**src/rtl/regfile_pkg.sv**
```systemverilog
// regfile_pkg: register file widths and constants shared by the writeback path
package regfile_pkg;
   localparam int ADDR_W = 5;
   localparam int DATA_W = 32;
   localparam int NUM_REGS = 32;
   localparam logic [ADDR_W-1:0] REG_ZERO = 5'd0;
endpackage

```
**src/rtl/rr_arbiter.sv**
```systemverilog
// rr_arbiter: one-hot round-robin grant, first request at or after ptr (wrapping)
module rr_arbiter #(
   parameter int N = 3,
   localparam int PW = (N > 1) ? $clog2(N) : 1
) (
   input  logic [N-1:0]  req,
   input  logic [PW-1:0] ptr,
   input  logic          en,
   output logic [N-1:0]  grant,
   output logic [PW-1:0] grant_idx
);
   logic [PW-1:0] idx;
   // Scan farthest-first so the candidate nearest ptr is written last and wins
   always_comb begin
      grant = '0;
      grant_idx = '0;
      idx = '0;
      for (int k = N - 1; k >= 0; k--) begin
         idx = PW'((int'(ptr) + k) % N);
         if (en && req[idx]) begin
            grant = '0;
            grant[idx] = 1'b1;
            grant_idx = idx;
         end
      end
   end
endmodule

```
**src/rtl/rf_wb_arbiter.sv**
```systemverilog
// rf_wb_arbiter: round-robin share of the register file write port among NUM_REQ sources
// RF_WB_BYPASS_EN adds a same-cycle forwarding path for two read ports
module rf_wb_arbiter #(
   parameter int NUM_REQ = 3,
   parameter int ADDR_W = regfile_pkg::ADDR_W,
   parameter int DATA_W = regfile_pkg::DATA_W
) (
   input  logic                      clk,
   input  logic                      clrn,
   input  logic [NUM_REQ-1:0]        req_valid,
   output logic [NUM_REQ-1:0]        req_ready,
   input  logic [NUM_REQ*ADDR_W-1:0] req_number,
   input  logic [NUM_REQ*DATA_W-1:0] req_data,
   input  logic                      wb_stall,
   output logic [ADDR_W-1:0]         w_number,
   output logic [DATA_W-1:0]         w_data,
   output logic                      w_en
`ifdef RF_WB_BYPASS_EN
   ,
   input  logic [ADDR_W-1:0]         r_number_a,
   input  logic [ADDR_W-1:0]         r_number_b,
   input  logic [DATA_W-1:0]         rf_data_a,
   input  logic [DATA_W-1:0]         rf_data_b,
   output logic [DATA_W-1:0]         fwd_data_a,
   output logic [DATA_W-1:0]         fwd_data_b
`endif
);
   import regfile_pkg::*;
   localparam int PW = (NUM_REQ > 1) ? $clog2(NUM_REQ) : 1;
   logic [PW-1:0] ptr, grant_idx;
   logic [ADDR_W-1:0] sel_number;
   logic [DATA_W-1:0] sel_data;
   rr_arbiter #(.N(NUM_REQ)) u_arb (
      .req(req_valid),
      .ptr(ptr),
      .en(clrn && !wb_stall),
      .grant(req_ready),
      .grant_idx(grant_idx)
   );
   assign sel_number = req_number[int'(grant_idx)*ADDR_W +: ADDR_W];
   assign sel_data = req_data[int'(grant_idx)*DATA_W +: DATA_W];
   // r0 writes are accepted (ready, pointer advance) but never enable the write
   always_ff @(posedge clk) begin
      if (!clrn) begin
         w_en <= 1'b0;
         w_number <= '0;
         w_data <= '0;
         ptr <= '0;
      end else if (|req_ready) begin
         w_en <= sel_number != ADDR_W'(REG_ZERO);
         w_number <= sel_number;
         w_data <= sel_data;
         ptr <= (grant_idx == PW'(NUM_REQ - 1)) ? '0 : grant_idx + 1'b1;
      end else begin
         w_en <= 1'b0;
      end
   end
`ifdef RF_WB_BYPASS_EN
   assign fwd_data_a = (w_en && w_number == r_number_a && r_number_a != ADDR_W'(REG_ZERO)) ? w_data : rf_data_a;
   assign fwd_data_b = (w_en && w_number == r_number_b && r_number_b != ADDR_W'(REG_ZERO)) ? w_data : rf_data_b;
`endif
endmodule

```
**config.mk**
```make
export PLATFORM = sky130hd
export DESIGN_NAME = rf_wb_arbiter
export DESIGN_NICKNAME = d
export VERILOG_FILES = /design/src/rtl/regfile_pkg.sv /design/src/rtl/rr_arbiter.sv /design/src/rtl/rf_wb_arbiter.sv
export SDC_FILE = /design/constraint.sdc
export NUM_CORES = 1
export LEC_CHECK = 0
export CAP_MARGIN = 30
export CORE_MARGIN = 5
export CORE_UTILIZATION = 38
export CTS_CLUSTER_DIAMETER = 100
export DETAILED_ROUTE_END_ITERATION = 16
export GPL_TIMING_DRIVEN = 0
export PLACE_DENSITY = 0.9
export SYNTH_ARGS = -nofsm -noshare
export SYNTH_HDL_FRONTEND = slang
export SYNTH_HIERARCHICAL = 1
export SYNTH_SLANG_ARGS = --single-unit
```
**constraint.sdc**
```tcl
create_clock -name clk -period 4.01 [get_ports clk]
set_input_delay 0.802 -clock clk [delete_from_list [all_inputs] [get_ports clk]]
set_output_delay 0.802 -clock clk [all_outputs]
set_load 0.1 [all_outputs]
```
==> metrics.md <==
| Metric | Value |
|---|---|
| Initial antenna violation count | `0` |
| Number of cells traversed by the worst register-to-register path | `12` |
| Worst Path Required | `3.21 ns` |
| Synth cell count leaders | `sky130_fd_sc_hd__dfxtp_1, sky130_fd_sc_hd__nand2_1, sky130_fd_sc_hd__mux2i_1, sky130_fd_sc_hd__o211a_1, sky130_fd_sc_hd__o211ai_1` |
| Clock slew seen by the registers of the worst setup and hold paths | `0.08 ns` |
| Flop2flop setup slack | `1.03 ns` |
| Drt total wl | `9.07 mm` |
| Final Critical Period | `3.65 ns` |
| Smallest setup slack after layout | `0.364 ns` |
| Final hold viol count | `0` |
| CTS tree | `done` |
| Biggest fanout along the worst timing path | `7` |
| Setup crit start kind | `input pin` |
| Combinational family with the most area after synthesis | `compound AO/OA/AOI/OAI gates` |
| Cell count after synthesis | `271` |
| Highest ir drop seen on vdd | `0.225 mV` |
| Max Clock Skew | `0.00311 ns` |
| Detailed-route via count | `2866` |
| Growth of design area from synthesis to finish | `68.8%` |
| Top achievable clock speed | `274 MHz` |
| Total half-perimeter wirelength after legalization and detailed placement | `7.28 mm` |
| Net count, final | `555` |
| Average detailed-routed wire length per instance | `17.6 um` |
| Port Buffer Count | `157` |
| Reg-to-reg critical path endpoint | `w_data[3]$_SDFFE_PN0P_` |
| Worst-case clock buffer depth | `2` |
| Cell row count | `30` |
| Die X-Extent | `92.2 um` |
| Layout cell share with drive strength beyond 1 | `10.8%` |
| Largest net degree at the start of global routing | `15` |
| Net switching share of the total power | `47.3%` |
| Max H-tree Level | `2` |
| Switching power | `0.000838 W` |
| Antenna fix cells | `0` |
| Count of maximum capacitance violations | `0` |
| Die Ht | `92.2 um` |
| Fraction of post-synthesis cell area in the top cell type by area | `31.2%` |
| Final hold slack | `0.501 ns` |
| Detailed router's first-iteration violation count | `98` |
| Relative contribution of combinational cells to total power | `55.9%` |
| Final routed DRC violation total | `0` |
| Post-synthesis instance area | `0.00257 mm2` |
| IO Pins | `158` |
| Placed cell count | `508` |
| Total grt overflow | `0` |
| Post-synthesis share of cell area spent on and, or, nand and nor gates | `15.1%` |
| Total CTS buffers | `5` |
| ANT nets after route | `0` |
| Clock share of power | `16.4%` |
| Unrepaired setup endpoints after global routing | `no` |
| Most used flip-flop cell after synthesis | `sky130_fd_sc_hd__dfxtp_1` |
| Synthesized Nets | `392` |
| Vias per Instance | `5.57` |
| Final count of pins violating max slew | `0` |
| Largest area contributor in the synthesized netlist | `sky130_fd_sc_hd__dfxtp_1` |
| Routability congestion estimate from global placement | `0.895` |
| Least-Margin Pin Slew | `1.01 ns` |
| Share of cell area taken by muxes after synthesis | `13.0%` |
| Power per cell area | `409 mW/mm2` |
| Int Power | `0.000932 W` |
| Setup total negative slack | `0 ns` |
| Max-Slew Margin vs Limit | `32.2%` |
| Synth top area cells | `sky130_fd_sc_hd__dfxtp_1, sky130_fd_sc_hd__mux2i_1, sky130_fd_sc_hd__o211a_1, sky130_fd_sc_hd__o211ai_1, sky130_fd_sc_hd__a221oi_2` |
| Synth Register Bits | `40` |
| Average footprint of a synthesized cell | `9.47 um2` |
| Fillcell total | `578` |
| DRT Pass-1 Iters | `4` |
| Startpoint of the most critical register-to-register path | `ptr[0]$_SDFFE_PN0P_` |
| Warning count from the yosys run | `6` |
| Number of global-route vias before repair | `2945` |
| Global-route wire length before repair | `14.3 mm` |
| Initial standard-cell utilization of the core | `38.4%` |
| Count of flip-flops with a built-in enable after synthesis | `0` |
| Number of buffers inserted for hold repair after clock tree synthesis | `0` |
| Async set-or-reset flop fraction in the synthesized netlist | `0%` |
| Root Driver | `sky130_fd_sc_hd__clkbuf_8` |
| Share of synthesized cell area in full adder, half adder and majority cells | `1.95%` |
| HP Start | `w_number[3]$_SDFFE_PN0P_` |
| Critical path arrival | `2.84 ns` |
| Setup CP Type | `input pin to output pin` |
| Type of the worst min-delay path | `flip-flop to flip-flop` |
| Critical Path Sink Type | `output pin` |
| Setup-failing EPs final | `0` |
| # clock sinks | `40` |
| Final Instance Count excl. Fillers | `515` |
| Final Cycle Share | `90.9%` |
| Post-synthesis cell type count | `42` |
| Clock Latency Late Sink | `0.29 ns` |
| End-of-flow core utilization | `64.9%` |
| Run status | `completed` |
| Post-synthesis compound-gate area fraction | `31.9%` |
| End of the critical path | `req_ready[2]` |
| Part of the Yosys area used for sequential elements | `31.2%` |
| Share of the synthesized netlist area taken by xor and xnor gates | `0%` |
| Leakage | `1.81 nW` |
| Core footprint | `0.00668 mm2` |
| Postcts setup bufs | `0` |
| Pre-CTS worst setup slack | `-0.917 ns` |
| Overall Global Routing Usage | `20.8%` |
| Flop pwr share | `27.7%` |
| Die area | `0.00850 mm2` |
| Worst setup startpoint | `req_valid[2]` |
## cell type report
| type | instances | area (um2) | area share [%] |
|---|---|---|---|
| Multi-Input combinational cell | 200 | 1590 | 36.8 |
| Timing Repair Buffer | 157 | 1570 | 36.2 |
| Sequential cell | 40 | 801 | 18.5 |
| Buffer | 25 | 154 | 3.55 |
| Tap cell | 80 | 100 | 2.31 |
| Clock buffer | 6 | 82.6 | 1.91 |
| Inverter | 5 | 18.8 | 0.433 |
| Clock inverter | 2 | 15.0 | 0.347 |
## kinds of logic (layout without fill, tap and decap cells)
family                     Yosys count  count (layout)
AOI/OAI and AO/OA                   90              90
and+or+nand+nor                     74              74
DFF                                 40              40
muxes                               32              32
buffers and inverters               31             195
adders and majority gates            4               4
## layout by cell type (no fill, tap or decap), types with 2 or more instances in the layout
cell / Yosys / final
sky130_fd_sc_hd__clkdlybuf4s50_1: 0 / 153
sky130_fd_sc_hd__nand2_1: 40 / 40
sky130_fd_sc_hd__dfxtp_1: 40 / 40
sky130_fd_sc_hd__mux2i_1: 29 / 28
sky130_fd_sc_hd__o211a_1: 27 / 27
sky130_fd_sc_hd__o211ai_1: 22 / 22
sky130_fd_sc_hd__buf_2: 9 / 10
sky130_fd_sc_hd__and3_1: 10 / 10
sky130_fd_sc_hd__a221oi_2: 10 / 10
sky130_fd_sc_hd__a21boi_1: 10 / 10
sky130_fd_sc_hd__nor2b_1: 6 / 6
sky130_fd_sc_hd__a21oi_1: 6 / 6
sky130_fd_sc_hd__clkbuf_8: 0 / 6
sky130_fd_sc_hd__buf_4: 4 / 5
sky130_fd_sc_hd__clkbuf_1: 6 / 5
sky130_fd_sc_hd__inv_1: 5 / 5
sky130_fd_sc_hd__buf_6: 4 / 4
sky130_fd_sc_hd__a2bb2oi_1: 4 / 4
sky130_fd_sc_hd__ha_1: 4 / 4
sky130_fd_sc_hd__o2bb2ai_1: 3 / 3
sky130_fd_sc_hd__nand4_1: 3 / 3
sky130_fd_sc_hd__nand2b_1: 3 / 3
sky130_fd_sc_hd__buf_1: 2 / 2
sky130_fd_sc_hd__nor2_1: 2 / 2
sky130_fd_sc_hd__clkinvlp_4: 0 / 2
sky130_fd_sc_hd__mux2i_2: 1 / 2
sky130_fd_sc_hd__mux2_4: 2 / 2
sky130_fd_sc_hd__o31a_1: 2 / 2
## worst max-delay path, stage by stage
cell and delay [ns]:
sky130_fd_sc_hd__clkdlybuf4s50_1 0.63, sky130_fd_sc_hd__nand2b_1 0.15, sky130_fd_sc_hd__mux2i_2 0.28, sky130_fd_sc_hd__nand2_2 0.15, sky130_fd_sc_hd__mux2_4 0.35, sky130_fd_sc_hd__clkdlybuf4s15_2 0.47
## power groups by stage
stage | Sequential [W] | Combinational [W] | Clock, W
4_1_cts | 0.000491 | 0.000994 | 0.000297
5_1_grt | 0.000498 | 0.00103 | 0.000318
3_3_place_gp | 0.000496 | 0.000982 | 0
3_5_place_dp | 0.000499 | 0.000993 | 0
2_1_floorplan | 0.000908 | 0.000278 | 0
6_report | 0.000490 | 0.000990 | 0.000290
## metrics by stage
stage               area [um2]  total power, W
finish                    4330         0.00177
detailed placement        4240         0.00149
global placement          4240         0.00148
global route              4330         0.00185
CTS                       4330         0.00178
floorplan                 2570         0.00119
## per-layer routing
metal  share of wire, %  track usage [%]  vias to the layer above
met4                1.9             5.57                        0
met5                  0                0                        -
met2                 52             38.6                      116
met3                7.1             5.74                       17
met1                 39             23.1                     1385
li1                   -                -                     1348
## how the worst min path moves through the flow
stage                                     endpoint  slack, ns  cells past startpoint
after floorplan                ptr[1]$_SDFFE_PN0P_       0.52                      2
after global placement     w_data[26]$_SDFFE_PN0P_       0.48                      1
after detailed placement    w_data[4]$_SDFFE_PN0P_       0.48                      1
after CTS                   w_data[0]$_SDFFE_PN0P_       0.51                      1
after global routing       w_data[20]$_SDFFE_PN0P_       0.53                      1
final                     w_number[3]$_SDFFE_PN0P_       0.50                      2
## sequential cells by signal, indices dropped and copies added, names as in the netlist
signal and count:
w_data 32, w_number 5, ptr 2, w_en 1
## timing repair
action,4_1_cts,5_1_grt
endpoints found under the setup margin,3,13
cloned,0,0
resized for setup,14,1
Note: power is estimated with default switching activity, not from simulation.
